--- src/rtl/ldpc_3gpp_enc_frame_arb.sv ---
// Frame-level round-robin arbiter in front of a fixed-length LDPC encoder input port.
// Grants one requester per frame, prefixes its id to the tag and enforces the frame length.
module ldpc_3gpp_enc_frame_arb #(
  parameter int pN_REQ   = 4,
  parameter int pDAT_W   = 8,
  parameter int pTAG_W   = 4,
  parameter int pFRM_LEN = 22,
  localparam int cID_W   = (pN_REQ > 1) ? $clog2(pN_REQ) : 1
) (
  input  logic                       iclk,
  input  logic                       ireset,
  input  logic                       iclkena,
  input  logic [pN_REQ-1:0]          ireq,
  input  logic [pN_REQ-1:0]          isop,
  input  logic [pN_REQ-1:0]          ival,
  input  logic [pN_REQ-1:0]          ieop,
  input  logic [pN_REQ*pDAT_W-1:0]   idat,
  input  logic [pN_REQ*pTAG_W-1:0]   itag,
  output logic [pN_REQ-1:0]          ogrant,
  input  logic                       icore_rdy,
  output logic                       ocore_sop,
  output logic                       ocore_val,
  output logic                       ocore_eop,
  output logic [pDAT_W-1:0]          ocore_dat,
  output logic [cID_W+pTAG_W-1:0]    ocore_tag,
  output logic [1:0]                 oerr
);

  localparam int cCNT_W = (pFRM_LEN > 1) ? $clog2(pFRM_LEN) : 1;
  localparam logic [cCNT_W-1:0] cLAST   = cCNT_W'(pFRM_LEN - 1);
  localparam logic [cID_W-1:0]  cID_MAX = cID_W'(pN_REQ - 1);

  typedef enum logic [1:0] {IDLE, GRANT, XFER, DONE} state_t;

  state_t             state;
  logic [cID_W-1:0]   rr;
  logic [cID_W-1:0]   sel;
  logic [cCNT_W-1:0]  cnt;

  logic [pDAT_W-1:0]  dat_a [pN_REQ];
  logic [pTAG_W-1:0]  tag_a [pN_REQ];

  for (genvar g = 0; g < pN_REQ; g++) begin : g_lane
    assign dat_a[g] = idat[g*pDAT_W +: pDAT_W];
    assign tag_a[g] = itag[g*pTAG_W +: pTAG_W];
  end

  // round-robin scan: first pending request at or above the rr pointer, modulo pN_REQ
  logic [cID_W-1:0]  nxt_sel;
  logic              nxt_found;
  int unsigned       scan_idx;
  logic [cID_W-1:0]  scan_id;

  always_comb begin
    nxt_sel   = '0;
    nxt_found = 1'b0;
    scan_idx  = 0;
    scan_id   = '0;
    for (int unsigned i = 0; i < pN_REQ; i++) begin
      scan_idx = rr + i;
      if (scan_idx >= pN_REQ)
        scan_idx = scan_idx - pN_REQ;
      scan_id = cID_W'(scan_idx);
      if (!nxt_found && ireq[scan_id]) begin
        nxt_found = 1'b1;
        nxt_sel   = scan_id;
      end
    end
  end

  logic               s_req, s_sop, s_val, s_eop;
  logic [pDAT_W-1:0]  s_dat;
  logic [pTAG_W-1:0]  s_tag;
  logic [cCNT_W-1:0]  widx;
  logic               at_last, take, end_w;

  always_comb begin
    s_req   = ireq[sel];
    s_sop   = isop[sel];
    s_val   = ival[sel];
    s_eop   = ieop[sel];
    s_dat   = dat_a[sel];
    s_tag   = tag_a[sel];
    widx    = (state == GRANT) ? '0 : cnt;
    at_last = (widx == cLAST);
    take    = s_val && (((state == GRANT) && s_sop) || (state == XFER));
    end_w   = s_eop || at_last;
  end

  always_ff @(posedge iclk or negedge ireset) begin
    if (!ireset) begin
      state     <= IDLE;
      rr        <= '0;
      sel       <= '0;
      cnt       <= '0;
      ogrant    <= '0;
      ocore_sop <= 1'b0;
      ocore_val <= 1'b0;
      ocore_eop <= 1'b0;
      ocore_dat <= '0;
      ocore_tag <= '0;
      oerr      <= '0;
    end else if (iclkena) begin
      ocore_sop <= 1'b0;
      ocore_val <= 1'b0;
      ocore_eop <= 1'b0;
      oerr      <= '0;
      if (take) begin
        ocore_val <= 1'b1;
        ocore_sop <= (state == GRANT);
        ocore_eop <= end_w;
        ocore_dat <= s_dat;
        cnt       <= widx + 1'b1;
        if (state == GRANT)
          ocore_tag <= {sel, s_tag};
        // eop before the last slot is short; a last slot without eop is truncated
        if (s_eop && !at_last)
          oerr <= 2'b01;
        else if (!s_eop && at_last)
          oerr <= 2'b10;
      end
      case (state)
        IDLE: begin
          if (nxt_found && icore_rdy) begin
            sel    <= nxt_sel;
            ogrant <= pN_REQ'(1) << nxt_sel;
            state  <= GRANT;
          end
        end
        GRANT: begin
          if (take) begin
            if (end_w) begin
              ogrant <= '0;
              state  <= DONE;
            end else begin
              state  <= XFER;
            end
          end else if (!s_req) begin
            ogrant <= '0;
            state  <= DONE;
          end
        end
        XFER: begin
          if (take && end_w) begin
            ogrant <= '0;
            state  <= DONE;
          end
        end
        DONE: begin
          rr    <= (sel == cID_MAX) ? '0 : sel + 1'b1;
          state <= IDLE;
        end
        default: state <= IDLE;
      endcase
    end
  end

endmodule

--- config.mk ---
export PLATFORM = sky130hd
export DESIGN_NAME = ldpc_3gpp_enc_frame_arb
export DESIGN_NICKNAME = d
export VERILOG_FILES = /design/src/rtl/ldpc_3gpp_enc_frame_arb.sv
export SDC_FILE = /design/constraint.sdc
export NUM_CORES = 1
export LEC_CHECK = 0
export CORE_MARGIN = 5
export CORE_UTILIZATION = 40
export CTS_BUF_LIST = sky130_fd_sc_hd__clkbuf_16
export CTS_CLUSTER_DIAMETER = 60
export DETAILED_ROUTE_END_ITERATION = 6
export GPL_ROUTABILITY_DRIVEN = 0
export GPL_TIMING_DRIVEN = 0
export PLACE_DENSITY = 0.76
export SLEW_MARGIN = 10
export SYNTH_ARGS = -nofsm -noshare
export SYNTH_HDL_FRONTEND = slang
export SYNTH_SLANG_ARGS = --single-unit
--- constraint.sdc ---
create_clock -name iclk -period 3.2 [get_ports iclk]
set_input_delay 0.96 -clock iclk [delete_from_list [all_inputs] [get_ports iclk]]
set_output_delay 0.96 -clock iclk [all_outputs]
set_load 0.1 [all_outputs]
==> results of run 1 <==
## layout make-up
| class | instances | share of cell area [%] |
|---|---|---|
| Sequential cell | 34 | 25.85 |
| Inverter | 12 | 1.368 |
| Clock inverter | 1 | 0.1140 |
| Tap cell | 72 | 2.737 |
| Clock buffer | 5 | 3.801 |
| Buffer | 9 | 1.710 |
| Timing Repair Buffer | 89 | 26.91 |
| Multi-Input combinational cell | 123 | 37.51 |
## state kept, by name, summed over array words and instances, names as in the netlist
name       cells
ocore_dat      8
ocore_tag      6
cnt            5
ogrant         4
oerr           2
rr             2
sel            2
state          2
ocore_eop      1
ocore_sop      1
ocore_val      1
## where the power goes
| group | internal (uW) | leakage (uW) | switching [uW] | total (uW) |
|---|---|---|---|---|
| registers | 621 | 0.000421 | 139 | 760 |
| clock network | 276 | 0.0000632 | 164 | 440 |
| logic | 842 | 0.000912 | 1520 | 2360 |
| total | 1740 | 0.00140 | 1820 | 3560 |
## through the flow
| step | instances | setup slack (ps) | power [uW] | hold slack [ps] | cell area, um^2 |
|---|---|---|---|---|---|
| after floorplan | 178 | 749.1 | 2586 | 463.4 | 2187 |
| after global placement | 339 | 186.4 | 3112 | 462.2 | 3168 |
| after detailed placement | 339 | 184.7 | 3143 | 467.7 | 3163 |
| after CTS | 345 | 384.8 | 3594 | 478.8 | 3292 |
| after global routing | 345 | 193.3 | 3743 | 497.3 | 3292 |
| final | 345 | 383.7 | 3559 | 475.9 | 3292 |
## logic make-up after synthesis
family	Yosys count	synth area share, %
AOI/OAI and AO/OA	34	13.39
and+or+nand+nor	43	10.24
muxes	37	27.69
DFF	34	38.90
buffers and inverters	21	4.634
adders and majority gates	9	5.149
## cell usage after synthesis (all sizes together)
library cell,number,area [um^2]
o2bb2a,1,10.01
clkbuf,2,7.510
o32ai,2,36.29
a311oi,1,8.760
nand4b,1,8.760
mux4,13,296.5
o2111a,1,11.26
o41ai,1,8.760
nand2b,3,18.77
buf,7,48.79
o211ai,1,7.510
a211oi,1,7.510
nor2b,1,6.260
and3b,1,8.760
mux2i,2,20.02
a32o,1,10.01
inv,12,45.04
nand2,16,70.07
nor2,11,41.29
o2bb2ai,1,8.760
o2111ai,2,23.77
o21ai,7,35.03
a21o,1,7.510
mux2,22,289.0
a41o,1,10.01
o221ai,1,26.28
and2,2,12.51
nor3b,2,15.01
dfrtp,34,850.8
a21oi,9,48.80
o311ai,1,16.27
nor3,2,21.27
ha,9,112.6
o31ai,1,7.510
nand4,1,6.260
nand3,3,15.01
o31a,1,8.760
## routing by layer
metal	part of all wire, %	track usage [%]	routed length, um	up-vias
met2	51	28.71	2798	61
met3	6.9	5.331	379	4
met1	41	19.80	2274	900
met4	1.2	4.386	68	0
li1	-	-	-	859
met5	0	0	0	-
## worst max-delay path by stage
stage | startpoint | endpoint | slack [ps] | cells past startpoint
floorplan | state[1]$_DFFE_PN0P_ | ogrant[0]$_DFFE_PN0P_ | 750 | 10
global placement | ival[0] | ogrant[0]$_DFFE_PN0P_ | 190 | 6
detailed placement | ival[0] | ocore_dat[1]$_DFFE_PN0N_ | 180 | 7
CTS | state[1]$_DFFE_PN0P_ | ogrant[1]$_DFFE_PN0P_ | 380 | 10
global route | state[1]$_DFFE_PN0P_ | ogrant[1]$_DFFE_PN0P_ | 190 | 10
finish | state[1]$_DFFE_PN0P_ | ogrant[1]$_DFFE_PN0P_ | 380 | 10
==> impl_metrics.env, run 1 <==
export IMPL_tritoncts="done"
export IMPL_finalCriticalPeriod_ps=2816
export IMPL_worstRegToRegCells=10
export IMPL_fillers=461
export IMPL_core_area_mm2=0.005405
export IMPL_grt_setup_unrepaired="no"
export IMPL_cts_resized=0
export IMPL_tns_ps=0
export IMPL_syn_area_mm2=0.002187
export IMPL_worstSetupStartpointType="register"
export IMPL_endpoint_kind="register"
export IMPL_syn_avg_cell_area_um2=12.29
export IMPL_leakagePower_uw=0.001395
export IMPL_slew_violations=0
export IMPL_htreeDepth=2
export IMPL_final_layout_size_suffix_gt1_share_pct=20.51
export IMPL_vias=1824
export IMPL_diodes=0
export IMPL_ios=91
export IMPL_finalWirelength_um=5521
export IMPL_layout_common_cells="88 x clkdlybuf4s50_1, 34 x dfrtp_1, 14 x nand2_1"
export IMPL_cp_max_fo=10
export IMPL_vias_per_cell=5.287
export IMPL_setup_viol=0
export IMPL_grt_use_total_pct=16.58
export IMPL_clock_latency_ps=280
export IMPL_grt_pass1_wl_um=9232
export IMPL_p_per_area_mw_per_mm2=1081
export IMPL_finalHoldViolCount=0
export IMPL_crit_family="simple AND/OR/NAND/NOR gates"
export IMPL_max_stage_delay_ps=440
export IMPL_synth_cell_types=49
export IMPL_post_cts_buffers=0
export IMPL_rows=27
export IMPL_area_delta_synth_final_pct=50.51
export IMPL_max_clock_freq_mhz=355.1
export IMPL_synth_nets=255
export IMPL_grt_max_degree=35
export IMPL_antenna_found_initial=0
export IMPL_dieArea_mm2=0.007047
export IMPL_gr_total_overflow=0
export IMPL_finalCritPeriodShare_pct=88.01
export IMPL_cts_clk_slew_worst_paths_ps=50
export IMPL_final_nets=351
export IMPL_crit_type="reg2reg"
export IMPL_worst_pin_slew_ps=1003
export IMPL_hpwlAfterDp_um=4344
export IMPL_min_delay_path_depth=1
export IMPL_cp_common_cell="ha_1"
export IMPL_die_w_um=83.95
export IMPL_cp_data_arrival_time_ps=2980
export IMPL_syn_inst=178
export IMPL_numCtsBuffers=5
export IMPL_cts_num_sinks=34
export IMPL_start_util_pct=40.46
export IMPL_drc=0
export IMPL_r2r_slack_ps=380
export IMPL_crit_slowest_cell="dfrtp_1"
export IMPL_ant_nets=0
export IMPL_root_buffer="clkbuf_16"
export IMPL_maxCapViolCount=0
export IMPL_first_global_vias=1863
export IMPL_hold_end="ocore_val$_DFFE_PN0P_"
export IMPL_drtPass1Iterations=5
export IMPL_crit_path_cell_trace="inv_1, ha_1, buf_2, nor2b_1, ha_1, nand4b_1, nor2_1, o32ai_4, nor3_4, mux2_4"
export IMPL_clk_path_buf_depth=2
export IMPL_multiInputGateArea_mm2=0.001235
export IMPL_hp_class="reg2reg"
export IMPL_drtIter0Drc=115
export IMPL_ys_warn_count=0
export IMPL_max_slew_margin_pct=32.94
export IMPL_fin_util_pct=60.90
export IMPL_wl_per_cell_um=16.00
export IMPL_ys_ff_latch=34
export IMPL_fin_skew_ps=2.897
export IMPL_crit_buf_inv=2
export IMPL_vdd_drop_max_uv=580.0
export IMPL_final_seq_area_um2=850.8
export IMPL_r2r_end="ogrant[1]$_DFFE_PN0P_"
export IMPL_numPortBuffers=89
export IMPL_final_common_cell="clkdlybuf4s50_1"
export IMPL_hp_start="ocore_val$_DFFE_PN0P_"
export IMPL_ys_seq_area_share_pct=38.90
export IMPL_timing_rr_start="state[1]$_DFFE_PN0P_"
export IMPL_die_y_um=83.95
export IMPL_status="complete, no violations"
export IMPL_required_ps=3360
export IMPL_hold_buffers=0
No activity file was read; power rests on OpenSTA's default activity.
==> run 2: changes to the inputs <==
--- a/config.mk
+++ b/config.mk
@@ -5,14 +5,13 @@
 export SDC_FILE = /design/constraint.sdc
 export NUM_CORES = 1
 export LEC_CHECK = 0
-export CORE_MARGIN = 5
-export CORE_UTILIZATION = 40
+export CORE_UTILIZATION = 42
 export CTS_BUF_LIST = sky130_fd_sc_hd__clkbuf_16
 export CTS_CLUSTER_DIAMETER = 60
 export DETAILED_ROUTE_END_ITERATION = 6
 export GPL_ROUTABILITY_DRIVEN = 0
 export GPL_TIMING_DRIVEN = 0
-export PLACE_DENSITY = 0.76
+export PLACE_DENSITY = 0.79
 export SLEW_MARGIN = 10
 export SYNTH_ARGS = -nofsm -noshare
 export SYNTH_HDL_FRONTEND = slang
==> run 2 against run 1 <==
  * Design area grew 1.6%
  * Combinational power is essentially flat
  * Non-clock buffer count is the same
  * Clock-buffer cell count is the same
  * Flip-flop and latch count is the same
  * First-iteration DRC count shrank 40%
  * Worst hold slack gained 1.4 ps
  * Register-to-register slack gained 20 ps
  * Final cell count shrank 0.87%
  * Critical path depth is the same
  * Die area shrank 22%
  * Global-route usage grew 4.1 points
  * Highest routed layer unchanged
==> impl_metrics.env, run 2 (synthesis results as in run 1) <==
export IMPL_dieArea_mm2=0.005500
export IMPL_grt_setup_unrepaired="no"
export IMPL_final_cells=342
export IMPL_setup_viol=0
export IMPL_final_layout_size_suffix_gt1_share_pct=21.09
export IMPL_final_nets=351
export IMPL_fin_ws_ps=398.9
export IMPL_die_w_um=74.16
export IMPL_fin_skew_ps=4.000
export IMPL_max_clock_freq_mhz=357.0
export IMPL_p_per_area_mw_per_mm2=1119
export IMPL_vias=1818
export IMPL_drtPass1Iterations=4
export IMPL_finalWirelength_um=5280
export IMPL_wl_per_cell_um=15.44
export IMPL_root_buffer="clkbuf_16"
export IMPL_ios=91
export IMPL_cp_max_fo=10
export IMPL_tritoncts="done"
export IMPL_maxCapViolCount=0
export IMPL_finalHoldViolCount=0
export IMPL_drtIter0Drc=69
export IMPL_clock_latency_ps=280
export IMPL_regMostFlops="ocore_dat"
export IMPL_hp_class="reg2reg"
export IMPL_antenna_found_initial=0
export IMPL_ant_nets=0
export IMPL_pre_cts_slack_ps=178.7
export IMPL_grt_max_degree=35
export IMPL_numCtsBuffers=5
export IMPL_numPortBuffers=89
export IMPL_cts_clk_slew_worst_paths_ps=50
export IMPL_status="complete, no violations"
export IMPL_core_area_mm2=0.004880
export IMPL_max_slew_margin_pct=33.24
export IMPL_start_util_pct=44.82
export IMPL_hold_buffers=0
export IMPL_dp_cells=334
export IMPL_cts_resized=0
export IMPL_leakagePower_uw=0.001424
export IMPL_area_delta_synth_final_pct=52.97
export IMPL_gr_total_overflow=0
export IMPL_cp_data_arrival_time_ps=2960
export IMPL_worst_pin_slew_ps=998.3
export IMPL_layout_common_cells="88 x clkdlybuf4s50_1, 34 x dfrtp_1, 14 x nand2_1"
export IMPL_design_area_mm2=0.003346
export IMPL_die_y_um=74.16
export IMPL_endpoint_kind="register"
export IMPL_rows=25
export IMPL_reg_top3="ocore_dat: 8 flops, ocore_tag: 6 flops, cnt: 5 flops"
export IMPL_required_ps=3360
export IMPL_post_dp_cell_area_mm2=0.003157
export IMPL_tns_ps=0
export IMPL_grt_use_total_pct=20.64
export IMPL_crit_type="reg2reg"
export IMPL_diodes=0
export IMPL_worstSetupStartpointType="register"
export IMPL_cts_num_sinks=34
export IMPL_hold_ws_ps=477.4
export IMPL_finalCritPeriodShare_pct=87.53
export IMPL_grt_pass1_wl_um=8542
export IMPL_vias_per_cell=5.316
export IMPL_clk_path_buf_depth=2
export IMPL_htreeDepth=2
export IMPL_post_cts_buffers=0
export IMPL_slew_violations=0
export IMPL_largest_register_ffs=8
export IMPL_hpwlAfterDp_um=4090
export IMPL_final_common_cell="clkdlybuf4s50_1"
export IMPL_drc=0
export IMPL_finalCriticalPeriod_ps=2801
export IMPL_first_global_vias=1870
export IMPL_vdd_drop_max_uv=651.7
## run 2: cell count changes in the layout (fill, tap and decap cells not counted)
cell       previous run  this run
bufinv_16             0         2
## run 2: path summary, 6_finish.rpt
path	start	endpoint	slack (ps)	cells past startpoint
hold / removal	ocore_val$_DFFE_PN0P_	ocore_val$_DFFE_PN0P_	480	1
hold reg to reg	ocore_val$_DFFE_PN0P_	ocore_val$_DFFE_PN0P_	480	1
max in group asynchronous	ireset	ocore_dat[3]$_DFFE_PN0N_	1960	1
setup reg to reg	state[1]$_DFFE_PN0P_	ogrant[2]$_DFFE_PN0P_	400	10
min in group asynchronous	ireset	ogrant[0]$_DFFE_PN0P_	760	1
setup / recovery	state[1]$_DFFE_PN0P_	ogrant[2]$_DFFE_PN0P_	400	10
## run 2: final cells by class
class	count	area, um^2
multi-input cells	123	1235
plain buffers	9	56.30
inverters	12	45.04
well taps	67	83.83
flip-flops and latches	34	850.8
clock buffers	5	125.1
fillers	409	1534
clock inverters	3	63.81
repair buffers	89	885.9
## run 2: power by group
| part | leakage (uW) | switching, uW | internal, uW |
|---|---|---|---|
| clock network | 0.0000915 | 169 | 443 |
| registers | 0.000421 | 136 | 621 |
| logic | 0.000912 | 1530 | 845 |
| total | 0.00142 | 1830 | 1910 |
## run 2: routing by layer
metal	share of wire, %	track usage, %	routed length [um]
met5	0	0	0
met4	1.6	5.983	87
met3	6.6	3.388	346
met2	50	38.38	2657
met1	41	24.35	2189
## run 2: stage by stage
step / utilization, % / power [uW]
5_1_grt: 68.56 / 3925
3_3_place_gp: 64.79 / 3101
3_5_place_dp: 64.69 / 3144
4_1_cts: 68.56 / 3775
2_1_floorplan: - / 2586
6_report: 68.56 / 3742
## run 2: worst max-delay path, stage by stage (launching register included)
cell	delay (ps)
dfrtp_1	440
inv_1	110
ha_1	250
buf_2	220
nor2b_1	230
ha_1	190
nand4b_1	100
nor2_1	310
o32ai_4	150
nor3_4	340
mux2_4	330
